## src/rtl/tdm_demux.sv

```systemverilog
// Receive side of an N:1 slot-select TDM link.
// Beats are collected into a shadow frame, and Y is published all at once when a frame completes.
module tdm_demux #(
  parameter int N = 16,
  parameter int W = 1,
  localparam int SW = $clog2(N)
) (
  input  logic            clk,
  input  logic            rst_n,
  input  logic [W-1:0]    din,
  input  logic            din_valid,
  input  logic            frame_sync,
  output logic [N*W-1:0]  Y,
  output logic            frame_valid,
  output logic [SW-1:0]   sel,
  output logic            locked,
  output logic            sync_err
);

  typedef enum logic {HUNT, RUN} state_t;

  state_t         state_q, state_d;
  logic [SW-1:0]  sel_q, sel_d;
  logic [N*W-1:0] shadow_q, shadow_d;
  logic [N*W-1:0] y_q, y_d;
  logic           frame_valid_q, frame_valid_d;
  logic           sync_err_q, sync_err_d;

  always_comb begin
    state_d       = state_q;
    sel_d         = sel_q;
    shadow_d      = shadow_q;
    y_d           = y_q;
    frame_valid_d = 1'b0;
    sync_err_d    = 1'b0;
    if (din_valid) begin
      if (state_q == HUNT) begin
        if (frame_sync) begin
          shadow_d[W-1:0] = din;
          sel_d           = SW'(1);
          state_d         = RUN;
        end
      end else if (frame_sync) begin
        // Sync anywhere but slot 0 drops the partial frame and restarts at lane 0.
        sync_err_d      = (sel_q != '0);
        shadow_d[W-1:0] = din;
        sel_d           = SW'(1);
      end else if (sel_q == '0) begin
        sync_err_d = 1'b1;
        state_d    = HUNT;
      end else if (sel_q == SW'(N-1)) begin
        // The last slot goes straight into Y so that every lane updates together.
        y_d           = {din, shadow_q[(N-1)*W-1:0]};
        frame_valid_d = 1'b1;
        sel_d         = '0;
      end else begin
        shadow_d[int'(sel_q)*W +: W] = din;
        sel_d                        = sel_q + SW'(1);
      end
    end
  end

  always_ff @(posedge clk or negedge rst_n) begin
    if (!rst_n) begin
      state_q       <= HUNT;
      sel_q         <= '0;
      shadow_q      <= '0;
      y_q           <= '0;
      frame_valid_q <= 1'b0;
      sync_err_q    <= 1'b0;
    end else begin
      state_q       <= state_d;
      sel_q         <= sel_d;
      shadow_q      <= shadow_d;
      y_q           <= y_d;
      frame_valid_q <= frame_valid_d;
      sync_err_q    <= sync_err_d;
    end
  end

  assign Y           = y_q;
  assign frame_valid = frame_valid_q;
  assign sel         = sel_q;
  assign locked      = (state_q == RUN);
  assign sync_err    = sync_err_q;

endmodule

```

## config.mk

```make
export PLATFORM = sky130hd
export DESIGN_NAME = tdm_demux
export DESIGN_NICKNAME = d
export VERILOG_FILES = /design/src/rtl/tdm_demux.sv
export SDC_FILE = /design/constraint.sdc
export NUM_CORES = 1
export LEC_CHECK = 0
export BUFFER_PORTS_ARGS = -buffer_cell sky130_fd_sc_hd__buf_2
export CORE_ASPECT_RATIO = 1.5
export CORE_UTILIZATION = 59
export CTS_CLUSTER_DIAMETER = 50
export DETAILED_ROUTE_END_ITERATION = 12
export PLACE_DENSITY = 0.91
export SLEW_MARGIN = 20
export SYNTH_ARGS = -nofsm -noshare
export SYNTH_HDL_FRONTEND = slang
export SYNTH_SLANG_ARGS = --single-unit
```

## constraint.sdc

```tcl
create_clock -name clk -period 6 [get_ports clk]
set_input_delay 1.2 -clock clk [delete_from_list [all_inputs] [get_ports clk]]
set_output_delay 1.2 -clock clk [all_outputs]
set_load 0.01 [all_outputs]
```

Word-level counts from Yosys, hierarchy flattened
Cells that the tools add are included.

operators by class
  add/sub/neg operators = 2
  multiply operators = 0
  divide/modulo/power cells = 0
  order comparisons = 0
  eq/ne operators = 3
  shift operators = 2
  multiplexer cells = 24
  bitwise logic cells = 3
  reductions and logical operators = 7

operator list
  kind                                                    number
  negation 4 -> 33 bit                                    1
  variable shift 1 x 33 -> 16 bit (first input constant)  1
  variable part select 1 x 33 -> 16 bit                   1
  2-to-1 mux 4 bit                                        5
  2-to-1 mux 1 bit                                        18
  bitwise mux 16 bit                                      1
  AND reduction 5 bit                                     2
  adder 4 x 1 -> 4 bit (second input constant)            1
  equality test 4 bit (second input constant)             1
  zero test 4 bit                                         1
  inequality test 2 bit (second input constant)           2
  AND reduction 4 bit                                     1
  nonzero test 4 bit                                      1
  NOT 1 bit                                               3
  AND reduction 3 bit                                     1
  nonzero test 2 bit                                      1

storage, ports and cells
  bits in registers = 39
  latch bits = 0
  bits in writable memories = 0
  bits in read-only memories = 0
  bits of input ports = 5
  output and inout bits = 23
  word-level logic and storage cells = 48
  memories = 0

Depth between registers and ports, before layout
Gate-level depths: netlist of run 1.

  word-level depth = 7
  gate-level depth with buffers = 9

Worst setup path before layout of run 1
OpenSTA, ideal clock, no wires.

  path kind = input port to flip-flop
  from = input port frame_sync
  to = register shadow_q[4]
  library setup time = 0.127 ns
  arrival = 2.291 ns
  required time = 5.873 ns
  setup slack = 3.581 ns
  stages on the path = 5
  path buffers = 1
  cell sequence = clkbuf_2 > nand3b_2 > nor3_4 > nand4_1 > mux2_1

between the ends
  longest elaborated chain between the ends = 2

ends and longest elaborated chain
  item                           RTL line  RTL
  start: declaration             12        input logic frame_sync,
  NOT 1 bit (no line)            -
  AND reduction 5 bit (no line)  -
  end signal: assignment         74        shadow_q <= shadow_d;
  end: declaration               24        logic [N*W-1:0] shadow_q, shadow_d;

No other way between the ends.
A chain may end at the register's enable or synchronous reset.

Worst setup path after layout of run 1
  from = register sel_q[0], in the netlist sel[0]
  to = register shadow_q[14]

between the ends
  longest elaborated chain between the ends = 3
  elaborated cells on any way between the ends = 9
  classes of those cells = add/sub: 1; eq/ne: 1; shift: 2; mux: 1; bitwise: 2; reduce/logical: 2

ends and longest elaborated chain
  item                                                                 RTL line  RTL
  start: declaration                                                   23        logic [SW-1:0] sel_q, sel_d;
  start signal: assignment                                             73        sel_q <= sel_d;
  negation 4 -> 33 bit, or another cell as far along                   57        shadow_d[int'(sel_q)*W +: W] = din;
  variable part select 1 x 33 -> 16 bit, or another cell as far along  57
  bitwise mux 16 bit / AND reduction 5 bit (equally long branches)     -

Parallel ways exist; a longest one is shown, timed or not.

==> metrics.yaml, run 1 <==
logic_synthesis:
  synth_seq_cells: 38
  synth-simple-area-share_pct: 16.42
  synth_fa_ha_area_share_pct: 3.220
  synth.avg_cell_area_um2: 12.78
  synth_edf_count: 0
  synth_top_family_by_area: "multiplexers"
  ys_types: 44
  netlist_area_mm2: 0.001943
  synth_compound_area_share_pct: 7.791
  synth_mux_area_share_pct: 18.29
  synthXorXnorAreaFrac_pct: 0.9015
  synthCells: 152
  synth_ff_type: "dfrtp_1"
  synth.net_count: 162
  async_flop_share_pct: 100.0
  yosysSeqAreaShare_pct: 48.94
  ys_warn_count: 0
worst_setup_path:
  cp.depth: 6
  cpPeakStageDelay_ns: 0.58
  start_kind: "flip-flop"
  crit_arrival_ns: 2.63
  crit_buf_inv: 2
  path_delay_family: "flip-flops"
  path_cells: "inv_1 -> ha_1 -> inv_2 -> a2111oi_4 -> nand3_1 -> mux2_1"
  critPathRequiredTime_ns: 6.18
  crit_fanout: 9
  r2r_cells: 6
  crit_path_top_delay_cell: "dfrtp_1"
  crit_type: "reg -> reg"
  end_kind: "flip-flop"
clock_network:
  cts.sinks: 38
  cts.repair.resized: 0
  hold_buffers: 0
  cts_made_buffers: 5
  htree_levels: 2
  path_clk_slew_ns: 0.08
  clock_latency_ns: 0.30
  clock_path_buffers: 2
  root_buffer: "clkbuf_8"
  post_cts_buffers: 0
  cts_tree: "built"
timing:
  worstMarginPinSlew_ns: 0.8186
  fin_setup_tns_ns: 0
  finalCritPeriodShare_pct: 40.72
  setup_slack_ns: 3.557
  drv_slew: 0
  slew_headroom_pct: 45.42
  clock.fmax_mhz: 409.3
  hold_viol: 0
  fin_crit_ns: 2.443
  setup_violations: 0
  rsz0062_at_grt: "false"
  fin_worst_skew_ns: 0.007109
cells_and_area:
  multi_input_area_um2: 905.9
  fin_nets: 188
  n_fill_cell: 232
  final_util_pct: 68.59
  seq_area_um2: 950.9
  drive_gt1_share_pct: 39.11
  area_growth_pct: 11.53
  num_antenna_cells: 0
hold_path:
  holdPathStages: 1
  min-delay-path-class: "reg -> reg"
route:
  ant_nets: 0
  drtIter0Drc: 25
  totalWireLength_um: 3687
  wire_per_inst_um: 16.84
  drcViolationCount: 0
  drt-vias-per-instance: 5.822
  vias: 1275
  dr.pass1.iters: 4
flow_run:
  cap_violations: 0
floorplanning:
  ioPinCount: 28
  fp.dieH_um: 72.29
  rows: 25
  dieWidth_um: 48.86
  initial_utilization_pct: 61.50
  core_area_mm2: 0.003159
  die-area_mm2: 0.003531
placement:
  post-dp-hpwl_um: 2638
  place.gp.congestion: 0.8647
  post-place-ws_ns: 3.438
  io_buffers: 27
global_route:
  grt_overflow: 0
  first_global_vias: 1342
  grt_max_degree: 39
  grt_usage_pct: 24.39
  antenna_found_initial: 0
  grt_first_pass_wirelength_um: 6430
run_status:
  outcome: "finished clean"
pwr:
  powerDensity_mw_per_mm2: 388.0
  p_leak_nw: 1.100
  vdd_drop_max_uv: 292.0
==> worst paths after layout <==
check | start | slack (ns) | end
max reg2reg | sel[0] | 3.56 | shadow_q[14]
max in group asynchronous | rst_n | 4.49 | shadow_q[12]
max | sel[0] | 3.56 | shadow_q[14]
min reg2reg | shadow_q[11] | 0.49 | shadow_q[11]
min in group asynchronous | rst_n | 1.00 | Y[6]
min | shadow_q[11] | 0.49 | shadow_q[11]
==> synthesized netlist by cell type (3+ instances only) <==
library cell,count,area share (%)
a21oi_1,4,1.0
buf_6,3,1.7
dfrtp_1,38,49
ha_1,5,3.2
inv_1,6,1.2
mux2_1,8,4.6
mux2_2,12,7.0
mux2_4,8,6.2
nand2_1,11,2.1
nand3_1,9,2.3
nor2_1,3,0.58
nor3_1,3,0.77
o21ai_0,5,1.3
==> flip-flops by register name, indices dropped and copies added (netlist names) <==
| signal | flops |
|---|---|
| locked | 1 |
| sel | 4 |
| Y | 16 |
| frame_valid | 1 |
| sync_err | 1 |
| shadow_q | 15 |
==> power breakdown <==
| group | internal (mW) | total, mW | switching [mW] | leakage [nW] |
|---|---|---|---|---|
| Combinational | 0.112 | 0.313 | 0.201 | 0.542 |
| Sequential | 0.294 | 0.345 | 0.0510 | 0.511 |
| Clock | 0.0922 | 0.182 | 0.0898 | 0.0472 |
| Total | 0.499 | 0.841 | 0.342 | 1.10 |
==> metrics by stage <==
step                      hold WS [ns]  std cells  total power, mW  cell area (µm²)
after global placement          0.4586        211           0.6399             2072
final                           0.4949        219           0.8409             2167
after global routing            0.5168        219           0.8829             2167
after CTS                       0.4985        219           0.8422             2167
after detailed placement        0.4816        211           0.6593             2072
after floorplan                 0.4602        152           0.5856             1943
==> metal layers <==
metal / vias to the layer above / global-route usage, % / routed length (µm)
li1: 599 / - / -
met1: 637 / 26.79 / 1521
met2: 32 / 44.14 / 1946
met3: 7 / 4.612 / 128
met4: 0 / 13.07 / 91
met5: - / 0 / 0
==> logic make-up after synthesis <==
kind of cell | after synthesis
compound gates | 17
xor+xnor | 2
fa+ha+maj | 5
buf+inv | 16
flops | 38
mux | 29
simple gates | 45
==> layout make-up <==
| class | count | share of cell area (%) |
|---|---|---|
| clock buffers | 6 | 3.811 |
| repair buffers | 27 | 6.236 |
| clock inverters | 2 | 0.5774 |
| well taps | 40 | 2.309 |
| inverters | 8 | 1.386 |
| multi-input cells | 98 | 41.80 |
| flip-flops and latches | 38 | 43.88 |
==> placed cells by master (no fill, tap or decap), types with 2 or more instances in the layout <==
cell type  netlist  routed
nor2_1           3       3
mux2_1           8       8
buf_2            2      27
nand4_1          2       2
a2111oi_4        2       2
nor3_2           2       2
mux2_2          12      12
inv_2            2       2
nand3_1          9       9
dfrtp_1         38      38
mux2_4           8       8
ha_1             5       5
nor4_4           2       2
o21ai_0          5       5
nand2_1         11      11
a21oi_1          4       4
inv_1            6       6
nor3_1           3       3
clkbuf_8         0       6
Note: power is estimated with default switching activity, not from simulation.
==> inputs of run 2 (changes only) <==
--- a/config.mk
+++ b/config.mk
@@ -7,10 +7,10 @@
 export LEC_CHECK = 0
 export BUFFER_PORTS_ARGS = -buffer_cell sky130_fd_sc_hd__buf_2
 export CORE_ASPECT_RATIO = 1.5
-export CORE_UTILIZATION = 59
+export CORE_UTILIZATION = 51
 export CTS_CLUSTER_DIAMETER = 50
 export DETAILED_ROUTE_END_ITERATION = 12
-export PLACE_DENSITY = 0.91
+export PLACE_DENSITY = 0.84
 export SLEW_MARGIN = 20
 export SYNTH_ARGS = -nofsm -noshare
 export SYNTH_HDL_FRONTEND = slang
==> constraint.sdc (replaced) <==
create_clock -name clk -period 2 [get_ports clk]
set_input_delay 0.4 -clock clk [delete_from_list [all_inputs] [get_ports clk]]
set_output_delay 0.4 -clock clk [all_outputs]
set_load 0.01 [all_outputs]
==> run 2 against run 1 <==
Net effect: combinational power grew to 4.0 times the previous value; clock power grew to 3.0 times the previous value; first-iteration DRC count grew 110%; count of clock-buffer cells in the layout grew 1; largest cell class is now multi-input gates; highest routed layer unchanged; sequential share of layout area shrank 3.2 points; critical path type unchanged; critical endpoint is now shadow_q[7]; sequential power grew to 2.9 times the previous value.
==> metrics.yaml, run 2 (synthesis gave the netlist of run 1 again) <==
global_route:
  grt_max_degree: 39
  grt_overflow: 0
  antenna_found_initial: 0
  grt_usage_pct: 20.21
  first_global_vias: 1361
  grt_first_pass_wirelength_um: 6141
clock_network:
  path_clk_slew_ns: 0.07
  cts_made_buffers: 5
  clock_latency_ns: 0.29
  cts.sinks: 38
  htree_levels: 2
  clock_path_buffers: 2
  hold_buffers: 0
  cts_tree: "built"
  root_buffer: "clkbuf_8"
floorplanning:
  rows: 27
  ioPinCount: 28
  dieWidth_um: 52.40
  die-area_mm2: 0.004066
  initial_utilization_pct: 53.26
  core_area_mm2: 0.003649
  fp.dieH_um: 77.60
cells_and_area:
  area_growth_pct: 20.86
  num_antenna_cells: 0
  fin_nets: 203
  final_common_cell: "dfrtp_1"
  final_cell_mix: "dfrtp_1, buf_2, buf_4"
  drive_gt1_share_pct: 48.45
  design_area_mm2: 0.002349
  stdcell_count: 237
  largest_reg_flops: 16
timing:
  worstMarginPinSlew_ns: 0.4716
  clock.fmax_mhz: 505.6
  hold_viol: 0
  drv_slew: 0
  fin_worst_skew_ns: 0.004991
  slew_headroom_pct: 68.56
  finalCritPeriodShare_pct: 98.89
  rsz0062_at_grt: "true"
  setup_violations: 0
  fin_crit_ns: 1.978
route:
  vias: 1333
  totalWireLength_um: 3743
  drcViolationCount: 0
  drtIter0Drc: 53
  ant_nets: 0
  drt-vias-per-instance: 5.624
  dr.pass1.iters: 4
  wire_per_inst_um: 15.79
worst_setup_path:
  crit_type: "reg -> reg"
  crit_fanout: 4
  r2r_end: "shadow_q[7]"
  end_kind: "flip-flop"
  start_kind: "flip-flop"
  r2r_cells: 6
  critPathRequiredTime_ns: 2.18
  worstReg2RegStart: "sel[1]"
  regToRegSetupSlack_ns: 0.02
  crit_arrival_ns: 2.16
placement:
  place.gp.congestion: 0.8360
  io_buffers: 27
  post-dp-hpwl_um: 2634
  placed_cell_area_mm2: 0.002170
  dp.cells: 223
pwr:
  pwr-share-seq_pct: 36.0
  power_frac_clock_pct: 19.3
  switching_share_pct: 38.67
  powerDensity_mw_per_mm2: 1191
  vdd_drop_max_uv: 777.5
  p_switching_mw: 1.082
  pwr-share-comb_pct: 44.6
  p_leak_nw: 1.188
  p_int_mw: 1.716
hold_path:
  min-delay-path-class: "in -> async"
flow_run:
  cap_violations: 0
run_status:
  outcome: "finished clean"
[run 2: stage by stage]
stage	hold WS [ns]	utilization (%)	total power, mW	setup WS, ns	setup TNS (ns)
6_report	0.1487	64.37	2.798	0.02220	0
3_3_place_gp	0.4601	59.47	2.116	0.07806	0
4_1_cts	0.1610	61.97	2.717	0.005562	0
2_1_floorplan	0.1044	-	1.863	-0.03042	-0.03042
5_1_grt	0.1878	64.37	2.946	-0.04687	-0.1381
3_5_place_dp	0.4671	59.47	2.172	0.01043	0
[run 2: worst max-delay path by stage]
stage                       from      endpoint
after floorplan           sel[0]   shadow_q[0]
after detailed placement  sel[1]          Y[9]
final                     sel[1]   shadow_q[7]
after CTS                 sel[1]  shadow_q[11]
after global routing      sel[1]   shadow_q[6]
after global placement    sel[1]   shadow_q[7]
[run 2: layout make-up]
class | count | area, µm²
fill | 266 | 1300
multi-input combinational | 98 | 958.4
sequential | 38 | 954.7
timing repair buffer | 42 | 260.3
clock buffer | 7 | 86.33
tap | 43 | 53.80
inverter | 8 | 30.03
clock inverter | 1 | 5.005
[run 2: what timing repair did]
item,4_1_cts,5_1_grt
gates resized for setup,0,6
pin swaps,1,11
setup buffers,0,6
setup endpoints to repair,1,25
cloned,0,0
[run 2: worst max-delay path, stage by stage, from the launching register on]
cell      delay, ns
dfrtp_2        0.45
nor3_4         0.25
ha_4           0.19
nand4b_1       0.16
nor4_4         0.37
nand2_1        0.13
mux2_4         0.31
[run 2: metal layers]
metal | track usage (%) | part of all wire, % | routed length, µm | vias up
met5 | 0 | 0 | 0 | -
met4 | 8.947 | 2.4 | 91 | 0
met3 | 5.098 | 4.4 | 166 | 12
met2 | 35.06 | 54 | 2006 | 49
met1 | 22.24 | 39 | 1478 | 649
li1 | - | - | - | 623
[run 2: power groups by stage]
stage	clock network [mW]	registers (mW)	logic, mW
6_report	0.541	1.01	1.25
3_5_place_dp	0	1.02	1.15
4_1_cts	0.553	1.01	1.15
2_1_floorplan	0	1.02	0.840
3_3_place_gp	0	1.01	1.10
5_1_grt	0.579	1.03	1.34
